<file path="config.mk">
export PLATFORM = sky130hd
export DESIGN_NAME = euc_ctrl_monitor
export DESIGN_NICKNAME = d
export VERILOG_FILES = /design/src/rtl/euc_ctrl_monitor.sv
export SDC_FILE = /design/constraint.sdc
export NUM_CORES = 2
export LEC_CHECK = 0
export CELL_PAD_IN_SITES_DETAIL_PLACEMENT = 1
export CELL_PAD_IN_SITES_GLOBAL_PLACEMENT = 2
export CORE_ASPECT_RATIO = 1.4
export CORE_UTILIZATION = 39
export DETAILED_ROUTE_END_ITERATION = 12
export PLACE_DENSITY = 0.79
export SKIP_LAST_GASP = 1
export SLEW_MARGIN = 20
export SYNTH_ARGS = -nofsm -noshare
export SYNTH_HDL_FRONTEND = slang
export SYNTH_SLANG_ARGS = --single-unit
</file>
<file path="constraint.sdc">
create_clock -name clock -period 26.2 [get_ports clock]
set_clock_uncertainty 0.05 [all_clocks]
set_input_delay 7.86 -clock clock [delete_from_list [all_inputs] [get_ports clock]]
set_output_delay 7.86 -clock clock [all_outputs]
set_load 0.1 [all_outputs]
</file>
<file path="src/rtl/euc_ctrl_monitor.sv">
// Per-channel ap_ctrl handshake monitor: counts starts/completions, tracks latency,
// stall cycles, protocol errors and timeouts, with a registered readout port.
module euc_ctrl_monitor #(
    parameter int NUM_CH  = 2,
    parameter int CNT_W   = 32,
    parameter int TIMEOUT = 1024,
    localparam int SEL_W  = (NUM_CH > 1) ? $clog2(NUM_CH) : 1
) (
    input  logic              clock,
    input  logic              reset,
    input  logic [NUM_CH-1:0] ap_start,
    input  logic [NUM_CH-1:0] ap_ready,
    input  logic [NUM_CH-1:0] ap_done,
    input  logic [NUM_CH-1:0] ap_continue,
    input  logic              finish,
    input  logic              rd_req,
    input  logic [SEL_W-1:0]  rd_sel,
    output logic              rd_valid,
    output logic [CNT_W-1:0]  rd_start_cnt,
    output logic [CNT_W-1:0]  rd_done_cnt,
    output logic [CNT_W-1:0]  rd_last_lat,
    output logic [CNT_W-1:0]  rd_max_lat,
    output logic [CNT_W-1:0]  rd_stall_cnt,
    output logic [5:0]        rd_status,
    output logic              all_idle
);

    typedef enum logic [1:0] {IDLE = 2'd0, BUSY = 2'd1, HOLD = 2'd2} state_t;

    localparam int CMP_W = (CNT_W > 32) ? CNT_W : 32;
    localparam logic [CMP_W-1:0] TMO_LIM = CMP_W'(TIMEOUT);

    state_t           state_q [NUM_CH];
    state_t           state_d [NUM_CH];
    logic [CNT_W-1:0] lat_q   [NUM_CH];
    logic [CNT_W-1:0] lat_d   [NUM_CH];
    logic [CNT_W-1:0] start_q [NUM_CH];
    logic [CNT_W-1:0] start_d [NUM_CH];
    logic [CNT_W-1:0] done_q  [NUM_CH];
    logic [CNT_W-1:0] done_d  [NUM_CH];
    logic [CNT_W-1:0] last_q  [NUM_CH];
    logic [CNT_W-1:0] last_d  [NUM_CH];
    logic [CNT_W-1:0] max_q   [NUM_CH];
    logic [CNT_W-1:0] max_d   [NUM_CH];
    logic [CNT_W-1:0] stall_q [NUM_CH];
    logic [CNT_W-1:0] stall_d [NUM_CH];
    logic [NUM_CH-1:0] err_q, err_d, tmo_q, tmo_d;
    logic [NUM_CH-1:0] accept, retire;
    logic frozen_q, frozen_d, all_idle_q, all_idle_d;

    logic             sel_hit, sel_err, sel_tmo;
    state_t           sel_state;
    logic [CNT_W-1:0] sel_start, sel_done, sel_last, sel_max, sel_stall;

    logic             rd_valid_q;
    logic [CNT_W-1:0] rd_start_q, rd_done_q, rd_last_q, rd_max_q, rd_stall_q;
    logic [5:0]       rd_status_q;

    assign accept = ap_start & ap_ready;
    assign retire = ap_done & ap_continue;

    function automatic logic [CNT_W-1:0] sat_inc(input logic [CNT_W-1:0] v);
        return (v == '1) ? v : v + CNT_W'(1);
    endfunction

    always_comb begin
        frozen_d = frozen_q | finish;
        err_d    = err_q;
        tmo_d    = tmo_q;
        for (int unsigned i = 0; i < NUM_CH; i++) begin
            state_d[i] = state_q[i];
            lat_d[i]   = lat_q[i];
            start_d[i] = start_q[i];
            done_d[i]  = done_q[i];
            last_d[i]  = last_q[i];
            max_d[i]   = max_q[i];
            stall_d[i] = stall_q[i];
            if (!frozen_q) begin
                // A restart while BUSY/HOLD only bumps the start count.
                if (accept[i]) start_d[i] = sat_inc(start_q[i]);
                case (state_q[i])
                    IDLE: begin
                        if (accept[i]) begin
                            if (retire[i]) begin
                                done_d[i] = sat_inc(done_q[i]);
                                last_d[i] = '0;
                            end else if (ap_done[i]) begin
                                last_d[i]  = '0;
                                state_d[i] = HOLD;
                            end else begin
                                lat_d[i]   = CNT_W'(1);
                                state_d[i] = BUSY;
                            end
                        end else if (ap_done[i]) begin
                            err_d[i] = 1'b1;
                        end
                    end
                    BUSY: begin
                        if (CMP_W'(lat_q[i]) >= TMO_LIM) tmo_d[i] = 1'b1;
                        if (ap_done[i]) begin
                            last_d[i] = lat_q[i];
                            if (lat_q[i] > max_q[i]) max_d[i] = lat_q[i];
                            if (ap_continue[i]) begin
                                done_d[i]  = sat_inc(done_q[i]);
                                state_d[i] = IDLE;
                            end else begin
                                state_d[i] = HOLD;
                            end
                        end else begin
                            lat_d[i] = sat_inc(lat_q[i]);
                        end
                    end
                    HOLD: begin
                        if (ap_continue[i]) begin
                            done_d[i]  = sat_inc(done_q[i]);
                            state_d[i] = IDLE;
                        end else begin
                            stall_d[i] = sat_inc(stall_q[i]);
                        end
                    end
                    default: state_d[i] = IDLE;
                endcase
            end
        end
    end

    always_comb begin
        all_idle_d = 1'b1;
        for (int unsigned i = 0; i < NUM_CH; i++) begin
            if (state_d[i] != IDLE) all_idle_d = 1'b0;
        end
    end

    // Readout reflects this edge's update, so select from next-state values.
    always_comb begin
        sel_hit   = 1'b0;
        sel_err   = 1'b0;
        sel_tmo   = 1'b0;
        sel_state = IDLE;
        sel_start = '0;
        sel_done  = '0;
        sel_last  = '0;
        sel_max   = '0;
        sel_stall = '0;
        for (int unsigned i = 0; i < NUM_CH; i++) begin
            if (rd_sel == SEL_W'(i)) begin
                sel_hit   = 1'b1;
                sel_err   = err_d[i];
                sel_tmo   = tmo_d[i];
                sel_state = state_d[i];
                sel_start = start_d[i];
                sel_done  = done_d[i];
                sel_last  = last_d[i];
                sel_max   = max_d[i];
                sel_stall = stall_d[i];
            end
        end
    end

    always_ff @(posedge clock or posedge reset) begin
        if (reset) begin
            for (int unsigned i = 0; i < NUM_CH; i++) begin
                state_q[i] <= IDLE;
                lat_q[i]   <= '0;
                start_q[i] <= '0;
                done_q[i]  <= '0;
                last_q[i]  <= '0;
                max_q[i]   <= '0;
                stall_q[i] <= '0;
            end
            err_q       <= '0;
            tmo_q       <= '0;
            frozen_q    <= 1'b0;
            all_idle_q  <= 1'b1;
            rd_valid_q  <= 1'b0;
            rd_start_q  <= '0;
            rd_done_q   <= '0;
            rd_last_q   <= '0;
            rd_max_q    <= '0;
            rd_stall_q  <= '0;
            rd_status_q <= '0;
        end else begin
            state_q    <= state_d;
            lat_q      <= lat_d;
            start_q    <= start_d;
            done_q     <= done_d;
            last_q     <= last_d;
            max_q      <= max_d;
            stall_q    <= stall_d;
            err_q      <= err_d;
            tmo_q      <= tmo_d;
            frozen_q   <= frozen_d;
            all_idle_q <= all_idle_d;
            rd_valid_q <= rd_req;
            if (rd_req) begin
                rd_start_q  <= sel_start;
                rd_done_q   <= sel_done;
                rd_last_q   <= sel_last;
                rd_max_q    <= sel_max;
                rd_stall_q  <= sel_stall;
                rd_status_q <= {~sel_hit, frozen_d, sel_err, sel_tmo, sel_state};
            end
        end
    end

    assign rd_valid     = rd_valid_q;
    assign rd_start_cnt = rd_start_q;
    assign rd_done_cnt  = rd_done_q;
    assign rd_last_lat  = rd_last_q;
    assign rd_max_lat   = rd_max_q;
    assign rd_stall_cnt = rd_stall_q;
    assign rd_status    = rd_status_q;
    assign all_idle     = all_idle_q;

endmodule

</file>
# Word-level counts from Yosys, hierarchy flattened
# Index checks and enable logic that the tools add are counted.
# classes
n_reduce_logical,8
div_mod_pow,0
n_shift,0
bitwise_logic,4
order_cmp,4
mux,100
n_mul,0
add_sub_neg,8
eq_ne,22
# op_table
cell,n
$mux 32,59
$add 32x1->32 const B,8
$eq 32x32->1 const B,8
$pmux 32 s2,4
$pmux 32 s3,2
$ge 32x11->1 const B,2
$gt 32x32->1,2
$mux 2,15
$ne 2x2->1 const B,10
$mux 1,18
$reduce_and 7->1,2
$pmux 2 s3,2
$reduce_bool 2->1,4
$and 2x2->2,2
$eq 2x1->1 const B,2
$eq 2x2->1 const B,2
$logic_not 2->1,2
$not 1->1,1
$or 1x1->1,1
# word_totals
output_inout_bits,168
latch_bits,0
input_bits,13
mem_count,0
mem_bits_rw,0
elab_cells,171
register_bits,560
mem_bits_ro,0

# Longest topological paths before layout
# logic_depth
ltp_word,8
depth_mapped,11
depth_no_buf,10

# Worst setup path after synthesis
# No wires, ideal clock.
# synth_timing
path_type,input to register
from,input port ap_done[1]
to,register rd_done_q[20] (netlist: rd_done_cnt[20])
slack_ns,16.272
cell_stages,9
path_buffers,1
arrival_time_ns,9.752
required_ns,26.024
setup_ns,0.126
cell_sequence,buf_2 inv_1 nor3_1 o21ai_1 nor2b_2 nand4_1 or3_1 xnor2_1 a221o_1
# synth_lines
item,line_no,text
from (decl),13,"input logic [NUM_CH-1:0] ap_done,"
to (signal assigned),197,rd_done_q <= sel_done;
to (decl),56,"logic [CNT_W-1:0] rd_start_q, rd_done_q, rd_last_q, rd_max_q, rd_stall_q;"

==> impl_metrics.json <==
{
  "tritoncts": "done",
  "cp.arrival_ps": 11300,
  "numCtsBuffers": 58,
  "final_common_cell": "dfrtp_1",
  "post_cts_resized": 0,
  "final-seq-area_sq_um": 14000,
  "crit_buf_inv": 5,
  "vdd_drop_max_uv": 46.6,
  "finalWeightedCongestion": 0.880,
  "synth_nets": 2723,
  "antenna_found_initial": 3,
  "grt-ovfl-total": 0,
  "cts_setup_buffers": 0,
  "post-route-min-period_ps": 10700,
  "mostFrequentLayoutCells": "dfrtp_1, nand2_1, clkdlybuf4s50_1, nor2_1, inv_1",
  "max-cap-violations": 0,
  "power_frac_comb_pct": 9.2,
  "num_io_pins": 181,
  "wire_per_inst_um": 24.0,
  "cts.htree.levels": 2,
  "ys_types": 81,
  "multi_input_comb_area_sq_um": 12300,
  "yosysTopAreaCell": "dfrtp_1",
  "setup_viol_count_final": 0,
  "syn_area_sq_um": 27300,
  "numPortBuffers": 179,
  "synth_top_cell_area_share_pct": 51.2,
  "clockBufferDepth": 3,
  "syn-mean-instance-area_sq_um": 10.4,
  "setup_tns_ps": 0,
  "crit_required_ps": 26800,
  "synthArstFlopShare_pct": 100,
  "die_y_um": 315,
  "fmax_mhz": 93.4,
  "setup_ws_ps": 15500,
  "clk_pin_slew_ps": 60,
  "synthFlopType": "dfrtp_1",
  "power_frac_seq_pct": 45.4,
  "floorplan.core_area_sq_um": 69200,
  "p_leak_nw": 14.4,
  "die_area_sq_um": 71100,
  "grt_setup_unrepaired": "no",
  "via_per_inst": 5.64,
  "dp.final_hpwl_um": 64200,
  "cts-root-buf": "clkbuf_16",
  "drc": 0,
  "cp-end-kind": "asynchronous set/reset pin",
  "pwr-share-clk_pct": 45.3,
  "pwr_density_cell_nw_per_um2": 61.3,
  "slew_headroom_pct": 22.7,
  "ant_nets": 0,
  "dp_cells": 3656,
  "p_switching_mw": 0.525,
  "max_stage_delay_ps": 790,
  "drive_above_1_share_pct": 8.64,
  "synth_cells": 2636,
  "grt_usage_pct": 25.8,
  "dr.pass1.iters": 5,
  "ctsHoldBuffers": 0,
  "hold_path.class": "reg2reg",
  "path_delay_family": "buffers and inverters",
  "critical_path.most_common_cell": "buf_4",
  "fill_cells": 7593,
  "final_nets": 2876,
  "dpl_worst_slack_ps": 14750,
  "slowest_stage": "buf_4",
  "path_max_fanout": 162,
  "status": "finished, final reports clean",
  "area_growth_pct": 17.9,
  "grt_pass1_wl_um": 140000,
  "worstSkewPairLatency_ps": 640,
  "layout.cells.non_filler": 3764,
  "p_int_mw": 1.45,
  "rrSetupSlack_ps": 22090,
  "ys_top_cells_by_area": "dfrtp_1, xnor2_1, ha_1, xor2_1, nand2_1",
  "power_switching_share_pct": 26.6,
  "seq_area_frac_synth_pct": 51.3,
  "startpoint_type": "input port",
  "cts_num_sinks": 560,
  "rows": 114,
  "grt_pass1_vias": 22826,
  "floorplan.initialDensity_pct": 39.5,
  "grt_max_degree": 163,
  "fin_crit_sh_pct": 40.8,
  "worstSetupPathType": "in2async",
  "drt_iter0_markers": 1212,
  "yosysWarningCount": 0,
  "vias": 21235,
  "worstPathCellList": "clkdlybuf4s50_1 > inv_8 > buf_4 > buf_12 > buf_4",
  "finalHoldViolCount": 0,
  "die_w_um": 226,
  "maxSlewViolCount": 0,
  "tightest_slew_ps": 1160,
  "drt-total-wl_um": 90300,
  "synth-seq-cells": 560,
  "synth_edf_count": 0
}
-- synthesized netlist by cell type, types with 11 or more instances --
master / number
nor2_1: 162
a21o_1: 20
nor2b_1: 67
mux2_1: 50
or2_2: 37
mux2i_1: 33
and4_1: 32
nand4_1: 81
clkbuf_1: 97
o21ai_1: 74
nand2b_1: 11
xor2_1: 96
a221o_1: 59
a22oi_1: 18
a31oi_1: 15
buf_2: 21
a21oi_1: 126
dfrtp_1: 559
nand3_1: 93
nand2_1: 207
nor4_1: 27
a22o_1: 29
ha_1: 74
xnor2_1: 113
mux2_2: 22
or3_1: 19
o21ai_0: 115
nor3_1: 43
inv_1: 129
and2_1: 21
o221a_1: 31
and3_1: 44
-- through the flow --
stage | utilization [%] | area, sq um | hold WS [ps] | power [mW]
after CTS | 46.5 | 32100 | 408 | 1.99
after global routing | 46.5 | 32200 | 429 | 2.03
after floorplan | - | 27300 | 373 | 1.04
after global placement | 43.5 | 30100 | 386 | 1.09
final | 46.5 | 32200 | 408 | 1.97
after detailed placement | 43.5 | 30100 | 393 | 1.09
-- logic make-up (layout without fill, tap and decap cells) --
family / count (synthesis) / in the layout / share of synthesized area (%)
multiplexers: 105 / 105 / 4.18
flip-flops: 560 / 560 / 51.3
AO/OA/AOI/OAI: 544 / 544 / 13.5
buffers and inverters: 255 / 454 / 3.66
adder cells (fa/ha/maj): 74 / 74 / 3.39
AND/OR/NAND/NOR: 887 / 887 / 17.2
other: 1 / 2 / 0.0137
XOR/XNOR: 210 / 210 / 6.77
-- worst register-to-register path: cells and delay by family (launching register included) --
kind / cells / cell delay [ps]
multiplexers: 1 / 430
buffers and inverters: 1 / 440
AND/OR/NAND/NOR: 2 / 680
adder cells (fa/ha/maj): 1 / 420
flip-flops: 1 / 540
AO/OA/AOI/OAI: 5 / 1420
-- layer usage --
| metal | part of all wire, % | track usage [%] | vias to the layer above |
|---|---|---|---|
| met1 | 42 | 31.8 | 10980 |
| met4 | 4.1 | 10.5 | 6 |
| met5 | 0.047 | 0 | - |
| met3 | 3.7 | 3.63 | 145 |
| met2 | 51 | 45.2 | 403 |
| li1 | - | - | 9701 |
-- power groups by stage --
stage,clock network [mW],registers (mW),logic (mW)
floorplan,0,0.984,0.0545
global placement,0,0.911,0.181
detailed placement,0,0.912,0.183
CTS,0.913,0.896,0.184
global route,0.943,0.898,0.192
finish,0.894,0.896,0.182
-- area by class of cell --
cell class                 instances  area share [%]
sequential                       560            43.6
multi-input combinational       1821            38.4
timing repair buffer             218            6.56
clock buffer                      82            5.39
tap                              928            3.61
inverter                         130            1.54
clock inverter                    24           0.976
antenna                            1         0.00778
-- sequential cells by signal (all words and copies together), names as in the netlist --
name and flops:
done_q 64, last_q 64, lat_q 64, max_q 64, stall_q 64, start_q 64
rd_done_cnt 32, rd_last_lat 32, rd_max_lat 32, rd_stall_cnt 32, rd_start_cnt 32, rd_status 5
state_q 4, err_q 2, tmo_q 2, all_idle 1, frozen_q 1, rd_valid 1
-- worst paths after layout --
path | start | end | depth (start not counted)
min reg2reg | err_q[0] | err_q[0] | 1
min in group asynchronous | reset | lat_q[8] | 2
max reg2reg | lat_q[46] | rd_max_lat[7] | 10
max in group clock | ap_done[1] | rd_done_cnt[20] | 9
max | reset | start_q[53] | 5
min | err_q[0] | err_q[0] | 1
Note: power is estimated with default switching activity, not from simulation.
